**src/rtl/ptp_irq_ctrl_pkg.sv**
```systemverilog
// Shared constants for the PTP interrupt controller: register map,
// AXI response codes, source indices and the default version word.
package ptp_irq_ctrl_pkg;

    localparam logic [7:0] ADDR_RAW    = 8'h00;
    localparam logic [7:0] ADDR_PEND   = 8'h04;
    localparam logic [7:0] ADDR_ENABLE = 8'h08;
    localparam logic [7:0] ADDR_MODE   = 8'h0C;
    localparam logic [7:0] ADDR_SWSET  = 8'h10;
    localparam logic [7:0] ADDR_ID     = 8'h14;
    localparam logic [7:0] ADDR_END    = 8'h18;

    localparam logic [1:0] RESP_OKAY   = 2'b00;
    localparam logic [1:0] RESP_SLVERR = 2'b10;

    localparam int IRQ_GMAC   = 0;
    localparam int IRQ_PTP    = 1;
    localparam int IRQ_RTC    = 2;
    localparam int IRQ_GPIO   = 3;
    localparam int IRQ_TIMER0 = 4;
    localparam int IRQ_TIMER3 = 7;
    localparam int IRQ_SWD    = 8;
    localparam int IRQ_SWU    = 9;

    localparam logic [31:0] DEF_VERSION = 32'h2018_0601;

    typedef enum logic {W_IDLE, W_RESP} wstate_t;
    typedef enum logic {R_IDLE, R_DATA} rstate_t;

    function automatic logic [31:0] strb_mask(input logic [3:0] s);
        return {{8{s[3]}}, {8{s[2]}}, {8{s[1]}}, {8{s[0]}}};
    endfunction

endpackage

```
**src/rtl/ptp_irq_ctrl_axi_capture.sv**
```systemverilog
// Per-source capture: optional two-flop synchronizer (IRQ_CTRL_SYNC_EN),
// previous-sample register and edge/level pending logic.
module ptp_irq_capture
    import ptp_irq_ctrl_pkg::*;
(
    input  logic        clk,
    input  logic        rst,
    input  logic [31:0] i_src,
    input  logic [31:0] i_mode,
    input  logic [31:0] i_clr,
    input  logic [31:0] i_set,
    output logic [31:0] o_raw,
    output logic [31:0] o_pend
);

    logic [31:0] w_s;
    logic [31:0] w_rise;
    logic [31:0] r_src_d;
    logic [31:0] r_pend;

`ifdef IRQ_CTRL_SYNC_EN
    logic [31:0] r_sync1;
    logic [31:0] r_sync2;

    always_ff @(posedge clk or posedge rst) begin
        if (rst) begin
            r_sync1 <= '0;
            r_sync2 <= '0;
        end else begin
            r_sync1 <= i_src;
            r_sync2 <= r_sync1;
        end
    end

    assign w_s = r_sync2;
`else
    assign w_s = i_src;
`endif

    assign w_rise = w_s & ~r_src_d;

    // Level bits keep r_pend cleared so a switch to edge mode starts fresh.
    always_ff @(posedge clk or posedge rst) begin
        if (rst) begin
            r_src_d <= '0;
            r_pend  <= '0;
        end else begin
            r_src_d <= w_s;
            r_pend  <= i_mode & (w_rise | i_set | (r_pend & ~i_clr));
        end
    end

    assign o_raw  = r_src_d;
    assign o_pend = (i_mode & r_pend) | (~i_mode & w_s);

endmodule

```
**src/rtl/ptp_irq_ctrl_axi.sv**
```systemverilog
// PTP/MAC interrupt aggregator with AXI4-Lite register access.
// Define IRQ_CTRL_SYNC_EN to synchronize asynchronous irq_src lines.
module ptp_irq_ctrl_axi
    import ptp_irq_ctrl_pkg::*;
#(
    parameter int          NUM_IRQ = 10,
    parameter logic [31:0] VERSION = DEF_VERSION
) (
    input  logic               s_axi_aclk,
    input  logic               s_axi_areset,
    input  logic [NUM_IRQ-1:0] irq_src,
    output logic               irq_out,
    input  logic [7:0]         s_axi_awaddr,
    input  logic               s_axi_awvalid,
    output logic               s_axi_awready,
    input  logic [31:0]        s_axi_wdata,
    input  logic [3:0]         s_axi_wstrb,
    input  logic               s_axi_wvalid,
    output logic               s_axi_wready,
    output logic [1:0]         s_axi_bresp,
    output logic               s_axi_bvalid,
    input  logic               s_axi_bready,
    input  logic [7:0]         s_axi_araddr,
    input  logic               s_axi_arvalid,
    output logic               s_axi_arready,
    output logic [31:0]        s_axi_rdata,
    output logic [1:0]         s_axi_rresp,
    output logic               s_axi_rvalid,
    input  logic               s_axi_rready
);

    localparam logic [31:0] IRQ_MASK = (NUM_IRQ >= 32) ? 32'hFFFF_FFFF
                                     : ((32'd1 << NUM_IRQ) - 32'd1);

    wstate_t     r_wstate;
    rstate_t     r_rstate;
    logic [31:0] r_enable;
    logic [31:0] r_mode;
    logic [31:0] r_rdata;
    logic [1:0]  r_bresp;
    logic [1:0]  r_rresp;
    logic        r_bvalid;
    logic        r_rvalid;
    logic        r_irq;

    logic        w_wr_fire;
    logic        w_rd_fire;
    logic [7:0]  w_waddr;
    logic [7:0]  w_raddr;
    logic [31:0] w_src;
    logic [31:0] w_wmask;
    logic [31:0] w_wbits;
    logic [31:0] w_clr;
    logic [31:0] w_set;
    logic [31:0] w_raw;
    logic [31:0] w_pend;
    logic [31:0] w_rword;

    assign w_waddr   = s_axi_awaddr & 8'hFC;
    assign w_raddr   = s_axi_araddr & 8'hFC;
    assign w_src     = 32'(irq_src);
    assign w_wr_fire = (r_wstate == W_IDLE) && s_axi_awvalid
                    && s_axi_wvalid && !s_axi_areset;
    assign w_rd_fire = (r_rstate == R_IDLE) && s_axi_arvalid && !s_axi_areset;

    assign s_axi_awready = w_wr_fire;
    assign s_axi_wready  = w_wr_fire;
    assign s_axi_arready = w_rd_fire;

    assign w_wmask = strb_mask(s_axi_wstrb) & IRQ_MASK;
    assign w_wbits = s_axi_wdata & w_wmask;
    assign w_clr   = (w_wr_fire && w_waddr == ADDR_PEND)  ? w_wbits : '0;
    assign w_set   = (w_wr_fire && w_waddr == ADDR_SWSET) ? w_wbits : '0;

    ptp_irq_capture u_capture (
        .clk    (s_axi_aclk),
        .rst    (s_axi_areset),
        .i_src  (w_src),
        .i_mode (r_mode),
        .i_clr  (w_clr),
        .i_set  (w_set),
        .o_raw  (w_raw),
        .o_pend (w_pend)
    );

    always_ff @(posedge s_axi_aclk or posedge s_axi_areset) begin
        if (s_axi_areset) begin
            r_wstate <= W_IDLE;
            r_bvalid <= 1'b0;
            r_bresp  <= RESP_OKAY;
            r_enable <= '0;
            r_mode   <= '0;
        end else begin
            case (r_wstate)
                W_IDLE: begin
                    if (w_wr_fire) begin
                        r_wstate <= W_RESP;
                        r_bvalid <= 1'b1;
                        r_bresp  <= (w_waddr < ADDR_END) ? RESP_OKAY : RESP_SLVERR;
                        if (w_waddr == ADDR_ENABLE)
                            r_enable <= (r_enable & ~w_wmask) | w_wbits;
                        if (w_waddr == ADDR_MODE)
                            r_mode <= (r_mode & ~w_wmask) | w_wbits;
                    end
                end
                W_RESP: begin
                    if (s_axi_bready) begin
                        r_wstate <= W_IDLE;
                        r_bvalid <= 1'b0;
                    end
                end
                default: r_wstate <= W_IDLE;
            endcase
        end
    end

    always_comb begin
        w_rword = '0;
        case (w_raddr)
            ADDR_RAW:    w_rword = w_raw;
            ADDR_PEND:   w_rword = w_pend;
            ADDR_ENABLE: w_rword = r_enable;
            ADDR_MODE:   w_rword = r_mode;
            ADDR_ID:     w_rword = VERSION;
            default:     w_rword = '0;
        endcase
    end

    always_ff @(posedge s_axi_aclk or posedge s_axi_areset) begin
        if (s_axi_areset) begin
            r_rstate <= R_IDLE;
            r_rvalid <= 1'b0;
            r_rdata  <= '0;
            r_rresp  <= RESP_OKAY;
        end else begin
            case (r_rstate)
                R_IDLE: begin
                    if (w_rd_fire) begin
                        r_rstate <= R_DATA;
                        r_rvalid <= 1'b1;
                        r_rdata  <= w_rword;
                        r_rresp  <= (w_raddr < ADDR_END) ? RESP_OKAY : RESP_SLVERR;
                    end
                end
                R_DATA: begin
                    if (s_axi_rready) begin
                        r_rstate <= R_IDLE;
                        r_rvalid <= 1'b0;
                    end
                end
                default: r_rstate <= R_IDLE;
            endcase
        end
    end

    always_ff @(posedge s_axi_aclk or posedge s_axi_areset) begin
        if (s_axi_areset) r_irq <= 1'b0;
        else              r_irq <= |(w_pend & r_enable);
    end

    assign irq_out      = r_irq;
    assign s_axi_bvalid = r_bvalid;
    assign s_axi_bresp  = r_bresp;
    assign s_axi_rvalid = r_rvalid;
    assign s_axi_rdata  = r_rdata;
    assign s_axi_rresp  = r_rresp;

endmodule

```
**config.mk**
```make
export PLATFORM = sky130hd
export DESIGN_NAME = ptp_irq_ctrl_axi
export DESIGN_NICKNAME = d
export VERILOG_FILES = /design/src/rtl/ptp_irq_ctrl_pkg.sv /design/src/rtl/ptp_irq_ctrl_axi_capture.sv /design/src/rtl/ptp_irq_ctrl_axi.sv
export SDC_FILE = /design/constraint.sdc
export NUM_CORES = 1
export LEC_CHECK = 0
export CAP_MARGIN = 30
export CORE_AREA = 4 4 144 146
export CTS_CLUSTER_DIAMETER = 40
export DETAILED_ROUTE_END_ITERATION = 8
export DIE_AREA = 0 0 148 150
export SLEW_MARGIN = 20
export SYNTH_ARGS = -nofsm -noshare
export SYNTH_HDL_FRONTEND = slang
export SYNTH_HIERARCHICAL = 1
export SYNTH_SLANG_ARGS = --single-unit
```
**constraint.sdc**
```tcl
create_clock -name s_axi_aclk -period 1.9 [get_ports s_axi_aclk]
set_input_delay 0.38 -clock s_axi_aclk [delete_from_list [all_inputs] [get_ports s_axi_aclk]]
set_output_delay 0.38 -clock s_axi_aclk [all_outputs]
set_load 0.05 [all_outputs]
```
Yosys cells after proc, flatten, opt, wreduce, memory -nomap -nowiden

Index checks and enable logic that the tools add are counted.

Flip-flop bits (word level): 147
Word-level logic and storage cells: 79

$lt $le $gt $ge: 2
Equality and inequality tests: 12
Mux-type cells: 17
Bitwise gates (word level): 20
Reductions and logical operators: 16

Operator list:

| operator                                                             | number |
|---|---|
| 32-bit AND                                                           | 6 |
| 32-bit bitwise OR                                                    | 5 |
| 32-bit case mux with 5 select lines                                  | 1 |
| 32-bit by 10-bit AND with 32-bit output                              | 2 |
| 32-bit 2-to-1 mux                                                    | 2 |
| 10-bit inverter with 32-bit output                                   | 2 |
| 32-bit inverter                                                      | 2 |
| 10-bit by 32-bit AND with 32-bit output                              | 1 |
| 32-bit OR reduction                                                  | 1 |
| 6-bit by 2-bit == test with 1-bit output, second input constant      | 4 |
| 8-bit by 5-bit < comparator with 1-bit output, second input constant | 2 |
| 6-bit by 1-bit == test with 1-bit output, second input constant      | 2 |
| 6-bit by 3-bit == test with 1-bit output, second input constant      | 2 |
| 8-bit zero test                                                      | 1 |
| 1-bit 2-to-1 mux                                                     | 8 |
| 2-bit inequality test, second input constant                         | 4 |
| 1-bit case mux with 2 select lines                                   | 4 |
| 2-bit AND reduction                                                  | 4 |
| 1-bit logical AND                                                    | 7 |
| 3-bit AND reduction                                                  | 2 |
| 2-bit 2-to-1 mux                                                     | 2 |
| 1-bit inverter                                                       | 2 |
| 1-bit zero test                                                      | 1 |

Depth between registers and ports, before layout

Gate-level depths: netlist of the first run.

Depth after elaboration: 10
Depth in mapped cells: 7
Mapped depth without buffers: 6

Modules after synthesis

The synthesis of the first run kept the hierarchy.

By module, submodules not included:

| module           | times used | cells each | area an instance (um^2) |
|---|---|---|---|
| ptp_irq_ctrl_axi | 1          | 283        | 3,130.5 |
| ptp_irq_capture  | 1          | 193        | 2,646.3 |

Worst setup path after synthesis of the first run

Ideal clock, no wire load.

Path kind: input to register
From: in s_axi_areset
To: reg with a tool-made name
Data arrival time: 1.739 ns
Path slack: 0.036 ns
Stages on the path: 4
Path through: nand4bb_4 -> clkinv_1 -> nand4_2 -> mux2_2

RTL lines:

| item               | RTL line               | text |
|---|---|---|
| start: declaration | ptp_irq_ctrl_axi.sv:10 | `input logic s_axi_areset,` |

Worst setup path after layout of the first run

From: in s_axi_arvalid
To: out s_axi_arready

Cells in the longest elaborated chain, start to end: 2

RTL lines:

| item                           | RTL line               | text |
|---|---|---|
| start: declaration             | ptp_irq_ctrl_axi.sv:24 | `input logic s_axi_arvalid,` |
| 1-bit logical AND (2 in a row) | ptp_irq_ctrl_axi.sv:64 | `assign w_rd_fire = (r_rstate == R_IDLE) && s_axi_arvalid && !s_axi_areset;` |
| end: declaration               | ptp_irq_ctrl_axi.sv:25 | `output logic s_axi_arready,` |

No other way between the ends.

==> metrics.md, run 1 <==
| Metric | Value |
|---|---|
| Drt wl/cell | `13.48 um` |
| Req. time, crit path | `1.52 ns` |
| # diodes | `0` |
| Simple-Gate Fraction of Synth Area | `18.61%` |
| Maximum clock frequency | `0.5349 GHz` |
| Seq cells post-synth | `123` |
| Hold_buf cts | `0` |
| Netlist cell types | `46` |
| Relative slew slack | `39.29%` |
| RR Startpoint | `r_wstate` |
| Period utilization | `98.40%` |
| Die Wd | `148 um` |
| Clock transition at path regs | `0.05 ns` |
| Clock Sink Count | `123` |
| # DRC | `0` |
| Router iterations before antenna repair | `4` |
| Critical path arrival | `1.49 ns` |
| Area delta synth->final | `44.05%` |
| Setup Skew | `0.007449 ns` |
| Max H-tree Level | `4` |
| Worst R2R Path Depth | `7` |
| Synth Area in Adders | `0%` |
| CTS max path bufs | `2` |
| Critical path origin | `s_axi_arvalid` |
| Max Cap Viol | `0` |
| Final Max Slew Viols | `0` |
| Syn Area/Cell | `12.14 um2` |
| Rows | `51` |
| DP HPWL | `9.847 mm` |
| RSZ-0062 raised after global routing | `false` |
| CTS root buf | `clkbuf_16` |
| Mapped Area | `5777 um2` |
| GR Overflow Total | `0` |
| Register-to-register setup slack | `0.12 ns` |
| Leakage | `3.957 nW` |
| Antenna Nets Post-Route | `0` |
| Initial core utilization | `29.78%` |
| CTS tree | `built` |
| DRT iter0 DRCs | `133` |
| Via density | `4.162` |
| Final setup vio count | `0` |
| Global-route wire length before repair | `22.96 mm` |
| Most frequent cells in the layout | `conb_1 (156), dfrtp_1 (123), nor2b_1 (67), mux2_2 (62), buf_4 (59)` |
| Maximum vdd drop | `0.6465 mV` |
| Fin Setup TNS | `0 ns` |
| Final hold vios | `0` |
| Buffers on Ports | `80` |
| Nets | `824` |
| Most common cell after layout, fill and taps aside | `conb_1` |
| Fin Hold WS | `0.3307 ns` |
| Crit Path Category | `in -> out` |
| Cts bufs inserted | `17` |
| DRT Wirelength | `13.92 mm` |
| Combinational family with the most area after synthesis | `simple AND/OR/NAND/NOR gates` |
| Critical Path Sink Type | `output pin` |
| Tot Pwr | `6.805 mW` |
| Clock latency on the worst-skew pair | `0.41 ns` |
| Worst-Margin Slew | `0.9100 ns` |
| Fin crit period | `1.870 ns` |
| Final setup margin | `0.03049 ns` |
| Register area share after synthesis | `53.28%` |
| I/O pins | `111` |
| Die ar. | `22,200 um2` |
| DP Worst Slack | `-0.3960 ns` |
| Core area | `19,400 um2` |
| Power Dens Cells | `817.7 nW/um2` |
| CP Max Fanout | `8` |
| Placer congestion estimate | `0.7775` |
| Via count | `4,295` |
| Vias in the first global route | `4,308` |
| Synthesis warning total | `6` |
| HP Class | `in -> async` |
| Post-Synth XOR/XNOR Area | `0%` |
| Fraction of layout cells with a size suffix above 1 | `22.56%` |
| Gr usage total | `13.39%` |
| Status | `finished clean` |
| DIE HEIGHT | `150 um` |
| Post-synthesis compound-gate area fraction | `12.91%` |
| Mux share of post-synthesis cell area | `12.09%` |
| Initial antenna violation count | `0` |
| Cell count after synthesis | `476` |
| Critical path launch point type | `input pin` |
| Largest net degree at the start of global routing | `48` |
worst paths after layout:
| path | endpoint |
|---|---|
| setup / recovery | s_axi_arready |
| setup reg to reg | u_capture/r_pend[0] |
| max in group asynchronous | u_capture/r_pend[29] |
| min in group s_axi_aclk | u_capture/o_raw[0] |
| hold / removal | u_capture/r_pend[5] |
| hold reg to reg | s_axi_bvalid |
metrics by stage:
stage | util (%) | instances | cell area (um2)
2_1_floorplan | - | 631 | 6362
3_3_place_gp | 39.66 | 1000 | 7694
3_5_place_dp | 39.66 | 1000 | 7694
4_1_cts | 42.78 | 1031 | 8299
5_1_grt | 42.90 | 1032 | 8322
6_report | 42.90 | 1032 | 8322
critical path, cell delays in order:
cell and delay (ns):
clkdlybuf4s50_1 0.45, or3b_4 0.42, clkinv_8 0.09, buf_12 0.14
per-layer routing:
| metal | track usage, % | wire length (um) | share of wire (%) |
|---|---|---|---|
| met5 | 0 | 0 | 0 |
| met4 | 4.296 | 201 | 1.4 |
| met3 | 3.967 | 633 | 4.5 |
| met2 | 21.65 | 6666 | 48 |
| met1 | 17.30 | 6415 | 46 |
kinds of logic (layout without fill, tap and decap cells):
logic type	Yosys count	after routing
simple gates	172	172
flops	123	123
compound gates	88	88
mux	62	62
buf+inv	30	166
other cells	1	156
timing repair:
action	CTS	global route
resized for setup	24	4
setup endpoints to repair	17	11
buffers inserted	0	2
cloned	0	0
pin swaps	1	1
synthesized netlist by cell type, drive strengths merged:
cell     instances  share of area (%)
nor3             1               0.17
nor2            13               0.84
a31oi            1               0.11
or3b             1               0.15
nor3b            4               0.61
a211oi           1               0.13
o211ai           9                1.2
nand3            3               0.26
o31a            32                4.9
a221oi           1               0.15
nand4bb          2               0.67
nand2b           1               0.11
a221o           18                3.1
buf             14                1.9
o221ai           4               0.61
clkinv           2               0.22
nor2b           67                7.3
nand2           24                1.6
clkbuf           4               0.26
a22o             1               0.15
and4b            2               0.35
o21ai            4               0.35
nor4b            1               0.15
mux2            62                 12
nand4b           1               0.15
conb             1              0.065
a21oi            1              0.087
dfrtp          123                 53
and2            36                3.9
a32oi            4               0.61
o22a             1               0.15
a22oi           11                1.4
inv             10               0.65
nor4             2               0.74
or2              1               0.11
nand4           12                1.4
or4b             1               0.17
cell type report:
class	count	area [um2]
tap	265	331.6
inverter	12	66.31
timing repair buffer	123	1146
clock inverter	7	87.58
fill	1882	11080
multi-input combinational	478	3110
sequential	123	3078
clock buffer	24	501.7
power by group:
group | total, mW | leakage, nW | switching, mW | internal [mW]
registers | 2.80 | 1.59 | 0.0651 | 2.74
logic | 0.789 | 2.07 | 0.434 | 0.354
clock network | 3.21 | 0.292 | 1.13 | 2.09
No activity file was read; power rests on OpenSTA's default activity.
==> run 2, diff against run 1 <==
Settings changed: DONT_BUFFER_PORTS set to 1.
==> metrics.md, run 2 (synthesis gave the netlist of run 1 again) <==
| Metric | Value |
|---|---|
| Rows | `51 (unchanged)` |
| Failing checks | `hold timing` |
| Worst R2R Path Depth | `5 (-2)` |
| Initial antenna violation count | `0 (unchanged)` |
| Power Dens Cells | `873.8 nW/um2 (+6.9%)` |
| DIE HEIGHT | `150 um (unchanged)` |
| CTS max path bufs | `2 (unchanged)` |
| DP HPWL | `9.333 mm (-5.2%)` |
| Critical Path Sink Type | `output pin` |
| CTS root buf | `clkbuf_16` |
| FF-to-FF End | `s_axi_rdata[21]` |
| Critical path launch point type | `flop` |
| Max H-tree Level | `4 (unchanged)` |
| Buffers on Ports | `0 (-100%)` |
| Flop pwr share | `44.2% (+3.0 points)` |
| Leakage | `3.483 nW (-12%)` |
| Period utilization | `97.06% (-1.3 points)` |
| Final setup margin | `0.05582 ns (+0.02534 ns)` |
| Switching Share | `24.27% (+0.38 points)` |
| Final Max Slew Viols | `0 (unchanged)` |
| Max Cap Viol | `0 (unchanged)` |
| Drt wl/cell | `14.47 um (+7.3%)` |
| Register-to-register setup slack | `0.16 ns (+0.04 ns)` |
| Vias in the first global route | `4,198 (-2.6%)` |
| Internal | `4.993 mW (-3.6%)` |
| CTS tree | `built` |
| Crit path capture | `s_axi_arready` |
| Clock transition at path regs | `0.06 ns (about the same)` |
| Setup Skew | `0.006887 ns (-0.0005615 ns)` |
| Placer congestion estimate | `0.7385 (-5.0%)` |
| Global-route wire length before repair | `22.74 mm (-0.96%)` |
| Most common cell after layout, fill and taps aside | `conb_1` |
| Final hold vios | `20 (+20)` |
| CP Max Fanout | `7 (-1)` |
| Largest net degree at the start of global routing | `45 (-6.3%)` |
| Nets | `735 (-11%)` |
| DRT Wirelength | `13.64 mm (-2.0%)` |
| Die Wd | `148 um (unchanged)` |
| GR Overflow Total | `0 (unchanged)` |
| Via density | `4.186 (+0.57%)` |
| Gr usage total | `13.31% (-0.078 points)` |
| Req. time, crit path | `1.52 ns (about the same)` |
| Inst Count DP | `893 (-11%)` |
| Fraction of layout cells with a size suffix above 1 | `18.58% (-4.0 points)` |
| DP Worst Slack | `-0.02734 ns (+0.3687 ns)` |
| Router iterations before antenna repair | `7 (+3)` |
| Clock group share of total power | `48.3% (+1.1 points)` |
| Crit Path Category | `reg -> out` |
| Cts bufs inserted | `17 (unchanged)` |
| Status | `finished with violations` |
| Non-Filler Instances | `943 (-8.6%)` |
| Fin crit period | `1.844 ns (-0.02534 ns)` |
| Final setup vio count | `0 (unchanged)` |
| Critical path arrival | `1.46 ns (-0.03 ns)` |
| Via count | `3,947 (-8.1%)` |
| Critical path origin | `r_rstate` |
| # DRC | `0 (unchanged)` |
| Clock Sink Count | `123 (unchanged)` |
| RR Startpoint | `r_rstate` |
| # diodes | `0 (unchanged)` |
| Maximum clock frequency | `0.5422 GHz (+1.4%)` |
| Initial core utilization | `29.78% (unchanged)` |
| HP Class | `in -> async` |
| Area delta synth->final | `30.63%` |
| Maximum vdd drop | `0.5920 mV (-8.4%)` |
| Most frequent cells in the layout | `conb_1 (156), dfrtp_1 (123), nor2b_1 (67), mux2_2 (62), and2_1 (34)` |
| Die ar. | `22,200 um2 (unchanged)` |
| Worst-Margin Slew | `0.9200 ns (+0.01004 ns)` |
| P_sw | `1.601 mW (-1.6%)` |
| DRT iter0 DRCs | `161 (+21%)` |
| Gate power share | `7.5% (-4.1 points)` |
| Relative slew slack | `38.62% (-0.67 points)` |
| Clock latency on the worst-skew pair | `0.41 ns (about the same)` |
| I/O pins | `111 (unchanged)` |
| Antenna Nets Post-Route | `0 (unchanged)` |
| Core area | `19,400 um2 (unchanged)` |
| Fin Hold WS | `-0.02636 ns (-0.3570 ns)` |
run 2: cell count changes in the layout (fill, tap and decap cells not counted), moves of 13 or more:
cell             delta
buf_4              -46
clkdlybuf4s50_1    -39
dlygate4sd3_1      +13
dlygate4sd2_1      -15
run 2: final cells by class:
type / instances / area, um2
repair buffers: 34 / 385.4
clock buffers: 20 / 466.7
flip-flops and latches: 123 / 3078
well taps: 265 / 331.6
multi-input cells: 478 / 3107
clock inverters: 11 / 120.1
inverters: 12 / 57.56
fillers: 1929 / 11850
run 2: worst min-delay path by stage:
| stage | end |
|---|---|
| global placement | s_axi_rdata[9] |
| CTS | s_axi_bvalid |
| floorplan | u_capture/o_raw[0] |
| finish | u_capture/r_pend[20] |
| global route | u_capture/r_pend[19] |
| detailed placement | s_axi_rdata[9] |
run 2: routing by layer:
metal | share of wire [%] | track usage (%)
met3 | 6.5 | 5.451
met5 | 0 | 0
met4 | 0.90 | 3.695
met2 | 50 | 22.43
met1 | 42 | 15.73
run 2: repair_timing:
item | CTS | global route
cloned | 1 | 0
hold buffers | 14 | 0
resized for setup | 8 | 1
hold endpoints to repair | 44 | 0
setup buffers | 1 | 3
setup endpoints to repair | 3 | 1
pin swaps | 1 | 1
run 2: stage by stage:
step	setup TNS (ns)	hold slack [ns]	instance area (um2)	util (%)	power (mW)
floorplan	0	0.4114	6362	-	3.306
global placement	-0.1204	0.3088	6730	34.69	3.394
detailed placement	-0.1324	0.3057	6730	34.69	3.398
CTS	-0.01390	0.02861	7526	38.80	6.694
global route	-0.007570	0.01310	7546	38.90	6.911
finish	0	-0.02636	7546	38.90	6.594
run 2: worst max-delay path, stage by stage, from the launching register on:
cell,delay (ns)
dfrtp_1,0.38
or3b_4,0.42
inv_8,0.09
buf_12,0.15
run 2: power by group through the flow:
| stage | clock network [mW] | registers (mW) | logic, mW |
|---|---|---|---|
| floorplan | 0 | 2.94 | 0.370 |
| global placement | 0 | 2.96 | 0.433 |
| detailed placement | 0 | 2.96 | 0.434 |
| CTS | 3.29 | 2.92 | 0.482 |
| global route | 3.42 | 2.93 | 0.563 |
| finish | 3.19 | 2.92 | 0.492 |
